<file path="config.mk">
export PLATFORM = sky130hd
export DESIGN_NAME = mips_fwd_scoreboard
export DESIGN_NICKNAME = d
export VERILOG_FILES = /design/src/rtl/mips_fwd_scoreboard.sv
export SDC_FILE = /design/constraint.sdc
export NUM_CORES = 1
export LEC_CHECK = 0
export CAP_MARGIN = 20
export CORE_AREA = 2 2 192 194
export DETAILED_ROUTE_END_ITERATION = 8
export DIE_AREA = 0 0 194 196
export PLACE_DENSITY_LB_ADDON = 0.05
export SLEW_MARGIN = 5
export SYNTH_ARGS = -nofsm -noshare
export SYNTH_HDL_FRONTEND = slang
export SYNTH_SLANG_ARGS = --single-unit
export TNS_END_PERCENT = 5
</file>
<file path="constraint.sdc">
create_clock -name CLK -period 5.5 [get_ports CLK]
set_input_delay 1.1 -clock CLK [delete_from_list [all_inputs] [get_ports CLK]]
set_output_delay 1.1 -clock CLK [all_outputs]
set_load 0.1 [all_outputs]
</file>
<file path="src/rtl/mips_fwd_scoreboard.sv">
// N-issue result scoreboard and operand forwarding between ID and EX.
// Tracks in-flight writes in EX/MA/WB, forwards the youngest result, raises load-use stall and splits dependent bundles.
module mips_fwd_scoreboard #(
   parameter int LANES  = 2,
   parameter int ADDR_W = 5,
   parameter int DATA_W = 32
) (
   input  logic                         CLK,
   input  logic                         RST,
   input  logic                         hang,
   input  logic [LANES-1:0]             kill_ex,
   input  logic [LANES-1:0]             iss_valid,
   input  logic [LANES-1:0]             iss_we,
   input  logic [LANES-1:0]             iss_load,
   input  logic [LANES*ADDR_W-1:0]      iss_waddr,
   input  logic [2*LANES*ADDR_W-1:0]    src_addr,
   input  logic [2*LANES*DATA_W-1:0]    rf_data,
   input  logic [LANES*DATA_W-1:0]      ex_data,
   input  logic [LANES*DATA_W-1:0]      ma_data,
   input  logic [LANES*DATA_W-1:0]      wb_data,
   output logic [2*LANES*DATA_W-1:0]    opnd_data,
   output logic [2*LANES-1:0]           fwd_hit,
   output logic                         stall,
   output logic [LANES-1:0]             iss_accept
);

   localparam int NSRC = 2 * LANES;

   typedef struct packed {
      logic              valid;
      logic              we;
      logic              load;
      logic [ADDR_W-1:0] waddr;
   } entry_t;

   entry_t [LANES-1:0] ex_q;
   entry_t [LANES-1:0] ma_q;
   entry_t [LANES-1:0] wb_q;

   logic             load_use;
   logic [LANES-1:0] dep;
   int               first_dep;

   function automatic logic hit(input entry_t e, input logic [ADDR_W-1:0] src);
      return e.valid && e.we && (e.waddr == src) && (src != '0);
   endfunction

   always_comb begin
      opnd_data  = rf_data;
      fwd_hit    = '0;
      load_use   = 1'b0;
      dep        = '0;
      first_dep  = LANES;
      iss_accept = '0;
      stall      = 1'b0;

      // Oldest first so that each later, younger match overwrites the previous one.
      for (int s = 0; s < NSRC; s++) begin
         for (int k = 0; k < LANES; k++) begin
            if (hit(wb_q[k], src_addr[s*ADDR_W +: ADDR_W])) begin
               opnd_data[s*DATA_W +: DATA_W] = wb_data[k*DATA_W +: DATA_W];
               fwd_hit[s] = 1'b1;
            end
         end
         for (int k = 0; k < LANES; k++) begin
            if (hit(ma_q[k], src_addr[s*ADDR_W +: ADDR_W])) begin
               opnd_data[s*DATA_W +: DATA_W] = ma_data[k*DATA_W +: DATA_W];
               fwd_hit[s] = 1'b1;
            end
         end
         for (int k = 0; k < LANES; k++) begin
            if (hit(ex_q[k], src_addr[s*ADDR_W +: ADDR_W]) && !kill_ex[k]) begin
               opnd_data[s*DATA_W +: DATA_W] = ex_data[k*DATA_W +: DATA_W];
               fwd_hit[s] = 1'b1;
               if (ex_q[k].load && iss_valid[s/2])
                  load_use = 1'b1;
            end
         end
      end

      for (int j = 1; j < LANES; j++) begin
         for (int i = 0; i < j; i++) begin
            for (int b = 0; b < 2; b++) begin
               if (iss_valid[i] && iss_we[i] &&
                   (iss_waddr[i*ADDR_W +: ADDR_W] == src_addr[(2*j+b)*ADDR_W +: ADDR_W]) &&
                   (src_addr[(2*j+b)*ADDR_W +: ADDR_W] != '0))
                  dep[j] = 1'b1;
            end
         end
      end

      for (int j = LANES - 1; j >= 0; j--) begin
         if (dep[j])
            first_dep = j;
      end

      for (int k = 0; k < LANES; k++)
         iss_accept[k] = iss_valid[k] && (k < first_dep) && !load_use && !hang;

      stall = load_use;

      if (RST) begin
         opnd_data  = rf_data;
         fwd_hit    = '0;
         stall      = 1'b0;
         iss_accept = '0;
      end
   end

   always_ff @(posedge CLK) begin
      if (RST) begin
         ex_q <= '0;
         ma_q <= '0;
         wb_q <= '0;
      end else if (!hang) begin
         wb_q <= ma_q;
         for (int k = 0; k < LANES; k++) begin
            ma_q[k].valid <= ex_q[k].valid & ~kill_ex[k];
            ma_q[k].we    <= ex_q[k].we;
            ma_q[k].load  <= ex_q[k].load;
            ma_q[k].waddr <= ex_q[k].waddr;
            // A non-accepted lane enters as a bubble.
            ex_q[k].valid <= iss_accept[k];
            ex_q[k].we    <= iss_we[k];
            ex_q[k].load  <= iss_load[k];
            ex_q[k].waddr <= iss_waddr[k*ADDR_W +: ADDR_W];
         end
      end
   end

endmodule

</file>
== Word-level counts from Yosys, hierarchy flattened ==
Index checks and enable logic that the tools add are counted.
Word-level totals
  logic and storage cells: 208
  memory bits (read-only): 0
  RAM bits: 0
  memories: 0
  register bits: 44
  latch bits: 0
  output and inout port bits: 135
  bits of input ports: 361
Operators by class
  reductions and logical operators: 85
  muxes and demuxes: 71
  multipliers: 0
  $lt $le $gt $ge: 2
  equal/unequal tests: 26
  add/subtract/negate cells: 0
  shift operators: 0
  bitwise gates (word level): 4
  div/mod/pow operators: 0
Operator list (count)
  two-way mux 32 bit: 24
  equality test 5 bit: 26
  two-way mux 128 bit: 1
  logical AND 1 bit: 77
  two-way mux 1 bit: 43
  less-than comparator 1 x 32 -> 1 bit (first input constant): 1
  less-than comparator 2 x 32 -> 1 bit (first input constant): 1
  nonzero test 5 bit: 4
  logical NOT 1 bit: 4
  two-way mux 2 bit: 2
  two-way mux 4 bit: 1
  AND 1 bit: 2
  inverter 1 bit: 2

== Longest topological paths before layout ==
Gate-level depths: netlist (run 1).
  depth after elaboration: 23
  mapped depth: 10
  depth with buffers taken out: 6

== Least setup slack after synthesis (run 1) ==
No wires, ideal clock.
  path kind: input -> output
  start point: input port src_addr[5]
  end point: output port opnd_data[53]
  data required time: 4400 ps
  path slack: -491 ps
  stages on the path: 8
  path buffers: 2
  data arrival time: 4891 ps
  cell sequence: buf_2 > xor2_1 > a221o_1 > or4_4 > nand3_1 > clkbuf_1 > o21ai_0 > o31ai_1
Between the ends
  longest elaborated chain between the ends: 10
  elaborated cells on any way between the ends: 28
  those cells by class: 6 x eq/ne; 7 x mux; 15 x reduce/logical
RTL lines
  start: declaration: RTL line 16  | input logic [2*LANES*ADDR_W-1:0] src_addr,
  equality test 5 bit: RTL line 45  | return e.valid && e.we && (e.waddr == src) && (src != '0);
  logical AND 1 bit (2 in a row): RTL line 45
  two-way mux 32 bit (2 in a row): RTL line 60  | if (hit(wb_q[k], src_addr[s*ADDR_W +: ADDR_W])) begin
  two-way mux 32 bit (2 in a row): RTL line 66  | if (hit(ma_q[k], src_addr[s*ADDR_W +: ADDR_W])) begin
  two-way mux 32 bit: RTL line 72  | if (hit(ex_q[k], src_addr[s*ADDR_W +: ADDR_W]) && !kill_ex[k]) begin
  two-way mux 32 bit (*): RTL line 72
  two-way mux 128 bit (*): RTL line 102  | if (RST) begin
  end: declaration: RTL line 21  | output logic [2*LANES*DATA_W-1:0] opnd_data,
Mark *: on every way between the ends. The rest lies on a longest branch, timed or not.

== Worst setup path after layout (run 1) ==
  start point: input port src_addr[5]
  end point: output port opnd_data[63]
The elaborated chain is that of the path after synthesis.

==> results.md, run 1 <==
* Outcome: finished clean
* Final hold violations at 0
* Lkg Pwr at 6.99 nW
* Die area at 38000 µm²
* Worst-path fanout max at 16
* Worst setup EP type: output pin
* Final period util at 98.5%
* Largest net degree at the start of global routing at 76
* Minimum clock period at 5.41 ns
* Startpoint types: input pin
* Root Buffer: clkbuf_16
* Antenna-violating nets left at 0
* Vias in the first global route at 17500
* Max Clock Skew at 0.00987 ns
* CP peak stage delay at 0.83 ns
* Post-DP HPWL at 59400 µm
* Core area at 36100 µm²
* Cell taking the most area after synthesis: o21ai_0
* IO Pins at 496
* Crit path kind: in2out
* Max rail drop VDD at 0.000136 V
* Rows at 70
* CTS tree: built
* Worst path buffer plus inverter count at 3
* GRT Overall Usage at 41.0%
* Die Wd at 194 µm
* Synth cell types at 71
* Cts repair resizes at 0
* Initial antenna violation count at 12
* Hold buffers post-CTS at 0
* Met1 GRT Util at 53.2%
* Int Power at 1.29 mW
* Syn Area/Cell at 6.73 µm²
* Max-slew headroom at 44.2%
* Total power at 2.57 mW
* Ordered cell list for the critical path: clkdlybuf4s50_1 -> nor2_4 -> or4_2 -> nand3_2 -> buf_4 -> o21ai_0 -> o31ai_1 -> buf_12
* Max Slew Vio Count at 0
* Placed cell area at 19400 µm²
* Die Ht at 196 µm
* Met2 Usage GRT at 64.1%
* First-pass GRT wire length at 119000 µm
* # clock sinks at 44
* Number of max-cap violations at 0
* Drt initial violations at 2196
* Yosys top cell area share at 7.97%
* EDFF count, synth at 0
* Clock latency reported for the late side of the worst-skew pair at 0.30 ns
* P_sw at 1.28 mW
* Sw Share at 49.8%
* Design Area, Final at 19600 µm²
* DR WL/cell at 30.7 µm
* Clock power share at 14.2%
* Reg2reg start: ex_q[4]
* Area growth from synthesis to layout at 60.9%
* Worst Tran Pin Value at 0.837 ns
* Critical Path RT at 4.40 ns
* Commonest non-fill, non-tap cells in the layout: 358 x clkdlybuf4s50_1, 194 x o21ai_0, 159 x buf_12
* Post-CTS setup buffer count at 0
* Nets at 2568
* CP top delay family: buffers and inverters
* RSZ-0062 raised after global routing: no
* Ranking of synthesized cells by area: o21ai_0 8.0%, dfxtp_1 7.2%, xnor2_1 6.8%, mux2_2 6.0%, o31ai_1 5.7%
* Gate power share at 71.7%
* Vias/cell at 6.71
* Post-Syn Area at 12200 µm²
* CP Data Arrival Time at 4.31 ns
* Worst-path clk slew at 0.08 ns
* CTS buffer count at 5
* Vias at 18100
* Async SR Flop Fraction at 0%
* H-tree Lvls at 2
* Synth warn at 0
* Fmax at 0.185 GHz
* Total Wirelength at 82500 µm
* Reg power frac at 14.1%
* Max stage delay cell, worst path: or4_2
* Synth Flop Type: dfxtp_1
* Finish-stage setup viols at 0
* Post-route DRC at 0
* Register bit count reported by yosys at 44
* Most crowded layer after global routing: met2
* Most common cell after layout, fill and taps aside: clkdlybuf4s50_1
* Register area share after synthesis at 7.23%
* CP Launch Point: src_addr[5]
* IO buf count at 495
* Ratio of cells with drive above 1 in the final layout at 19.6%
* Pwr Density at 131 nW/µm²
* Net count after synthesis at 2172
* Worst hold start: ex_q[15]
* Longest Clk Path Bufs at 2
* Routability cong. at 0.971
* Mapped Cells at 1811
* M3 GR Usage at 8.78%
* Grt ovf at 0
* Starting Density at 33.8%
* Hold Path Class: reg2reg
* Initial DRT Pass Iterations at 5
* Worst R2R Setup Slack at 2.94 ns
through the flow:
stage | util [%] | setup slack [ns] | instances | hold WS, ns | setup TNS [ns]
after floorplan | - | -0.491 | 1811 | 0.460 | -27.22
after global placement | 53.8 | 0.170 | 2668 | 0.472 | 0
after detailed placement | 53.8 | 0.147 | 2668 | 0.487 | 0
after CTS | 54.3 | 0.124 | 2676 | 0.498 | 0
after global routing | 54.3 | 0.0597 | 2688 | 0.531 | 0
final | 54.4 | 0.0851 | 2689 | 0.501 | 0
routing by layer:
metal / part of all wire, % / vias up
met5: 0 / -
met4: 5.5 / 0
met3: 11 / 278
met2: 44 / 1464
met1: 39 / 8629
li1: - / 7684
registers in the layout, indices dropped and copies added, names as in the netlist:
name  flops
ex_q     16
ma_q     14
wb_q     14
power groups by stage:
stage          combinational, mW  sequential (mW)  clock, mW
2_1_floorplan              0.973            0.341          0
3_3_place_gp                1.82            0.369          0
3_5_place_dp                1.82            0.369          0
4_1_cts                     1.83            0.361      0.365
5_1_grt                     1.90            0.363      0.379
6_report                    1.84            0.362      0.365
synth_stat cells (35+ instances only):
| library cell | number |
|---|---|
| xnor2_1 | 95 |
| buf_2 | 81 |
| mux2_2 | 65 |
| inv_1 | 41 |
| and2_1 | 36 |
| a31o_2 | 35 |
| nand2_1 | 88 |
| dfxtp_1 | 44 |
| nor3_1 | 68 |
| o22ai_1 | 64 |
| nand3_1 | 76 |
| mux2i_1 | 40 |
| nor2_1 | 159 |
| a211oi_1 | 61 |
| o21ai_0 | 194 |
| o211ai_1 | 41 |
| o31ai_1 | 93 |
| clkbuf_1 | 122 |
final timing paths:
path,to,cells after the start
worst min register to register,ex_q[15],2
worst max register to register,ex_q[7],7
worst min-delay path,ex_q[15],2
worst max-delay path,opnd_data[63],8
area by class of cell:
type | instances | area, µm²
clock buffer | 5 | 125
tap | 468 | 586
inverter | 42 | 160
timing repair buffer | 621 | 7550
multi-input combinational | 1493 | 10200
sequential | 44 | 881
clock inverter | 3 | 46.3
antenna | 13 | 32.5
fill | 3457 | 16500
cells by family after synthesis:
| group | count (synthesis) | share of synthesized area [%] |
|---|---|---|
| DFF | 44 | 7.23 |
| buffers and inverters | 274 | 10.0 |
| xor gates and xnor gates | 122 | 8.77 |
| and+or+nand+nor | 565 | 23.6 |
| AOI/OAI and AO/OA | 699 | 40.9 |
| muxes | 107 | 9.47 |
worst min-delay path, cell delays in order, from the launching register on:
cell,delay [ns]
dfxtp_1,0.32
nand2_1,0.06
o22ai_1,0.07
Power figures use the tool's default switching activity.
==> run 2, diff against run 1 <==
--- a/config.mk
+++ b/config.mk
@@ -10,7 +10,7 @@
 export DETAILED_ROUTE_END_ITERATION = 8
 export DIE_AREA = 0 0 194 196
 export PLACE_DENSITY_LB_ADDON = 0.05
-export SLEW_MARGIN = 5
+export SLEW_MARGIN = 10
 export SYNTH_ARGS = -nofsm -noshare
 export SYNTH_HDL_FRONTEND = slang
 export SYNTH_SLANG_ARGS = --single-unit
==> results of run 2 <==
No change in the layout: final DEF, timing and power equal those of run 1.
==> patch (settings of run 1) <==
`LANES`: 2 -> 1.
--- a/src/rtl/mips_fwd_scoreboard.sv
+++ b/src/rtl/mips_fwd_scoreboard.sv
@@ -1,7 +1,7 @@
 // N-issue result scoreboard and operand forwarding between ID and EX.
 // Tracks in-flight writes in EX/MA/WB, forwards the youngest result, raises load-use stall and splits dependent bundles.
 module mips_fwd_scoreboard #(
-   parameter int LANES  = 2,
+   parameter int LANES  = 1,
    parameter int ADDR_W = 5,
    parameter int DATA_W = 32
 ) (
Interface: changed (13 resized); port bits go from 496 to 250. The function was not compared with the original's and may differ.
==> patch against run 1 <==
- fmax increased by 8.1%
- worst hold slack better by 0.0055 ns
- design area is 62% lower
- setup slack better by 0.41 ns
- wire length decreased by 69%
- die area stayed put
- power shrank 65%
- sequential cell count fell by 22
- area after synthesis decreased by 69%
==> patch: results <==
group,metric,value,unit
setup_path,cp_slowest_cell,"or4_4",
layout,area_growth_syn_to_layout,101.5,%
global_route,antenna_found_initial,0,
synth,postSynthCellCount,518,
synth,synth.distinct_cells,42,
setup_path,endpoint,"opnd_data[53]",
drt,drt-wirelength-per-cell,21.41,um
timing,period_share,0.9108,
layout,fin_nets,910,
setup_path,reg2reg_slack,3.20,ns
layout,nMultiInputCombCells,434,
global_route,grt_pass1_wl,37.27,mm
pwr,switching_share,0.4159,
outcome,status,"completed",
timing,slew_headroom,0.3231,
drt,detail_route.wirelength,25.57,mm
cts,cts_buffers,3,
global_route,globalRouteTotalUtil,0.1284,
placement,gp_congestion,0.7841,
global_route,gr-usage-met3,0.02063,
hold_path,worstHoldPathCells,2,
global_route,grt_max_degree,67,
synth,syn-mean-instance-area,7.220,sq um
layout,diodes,0,
setup_path,r2r-start,"ex_q[4]",
layout,num-nonclk-inverters,1,
setup_path,crit_arrival,3.91,ns
placement,io_buffers,249,
drt,vias,5062,
pwr,seqPwrFrac,0.196,
timing,fin_skew,0.001395,ns
timing,hold_slack,0.5068,ns
layout,layout.nonclk_buf_frac,0.4436,
layout,seq_share,0.05844,
setup_path,crit_fanout,32,
placement,dp_hpwl,18.57,mm
layout,reg_top3,"ex_q x8, ma_q x7, wb_q x7",
synth,synth-seq-area-share,0.1178,
placement,dpl_cell_area,0.007461,sq mm
cts,clk_pin_slew,0.06,ns
cts,clock_latency,0.25,ns
layout,nonClockBufferCount,266,
layout,multi_input_area,0.003088,sq mm
layout,drive_gt1_frac,0.2052,
setup_path,rr_worst_depth,6,
cts,cts_num_sinks,22,
drt,drt_pass1_iterations,4,
drt,route.met2.wl,12.64,mm
hold_path,hp-start,"ex_q[7]",
pwr,p_leak,2.717,nW
global_route,grt_util_met2,0.2288,
placement,dp.cells,1191,
global_route,grt_pass1_vias,5411,
cts,h-tree-depth,1,
pwr,peakVddDrop,0.00009298,V
setup_path,startpoint,"src_addr[8]",
drt,dr.first_iter.drc_count,306,
## patch: cell count changes after synthesis, moves of 78 or more
| cell | change |
|---|---|
| nand2_1 | -84 |
| o21ai_0 | -193 |
| clkbuf_1 | -78 |
| xnor2_1 | -79 |
| o31ai_1 | -93 |
## patch: cells by family after synthesis
logic type	after synthesis	synth area share
and+or+nand+nor	181	0.2412
xor gates and xnor gates	30	0.07026
buffers and inverters	62	0.07293
AOI/OAI and AO/OA	203	0.4443
DFF	22	0.1178
muxes	20	0.05353
## patch: power by group through the flow
stage	registers (W)	logic (W)	clock network, W
2_1_floorplan	0.000174	0.000279	0
3_3_place_gp	0.000178	0.000564	0
4_1_cts	0.000174	0.000568	0.000160
5_1_grt	0.000175	0.000587	0.000169
6_report	0.000174	0.000564	0.000152
3_5_place_dp	0.000178	0.000566	0
## patch: worst max-delay path, delay by kind of cell
kind,cells,cell delay [ns]
compound gates,2,0.74
simple gates,3,1.31
buf+inv,2,0.75
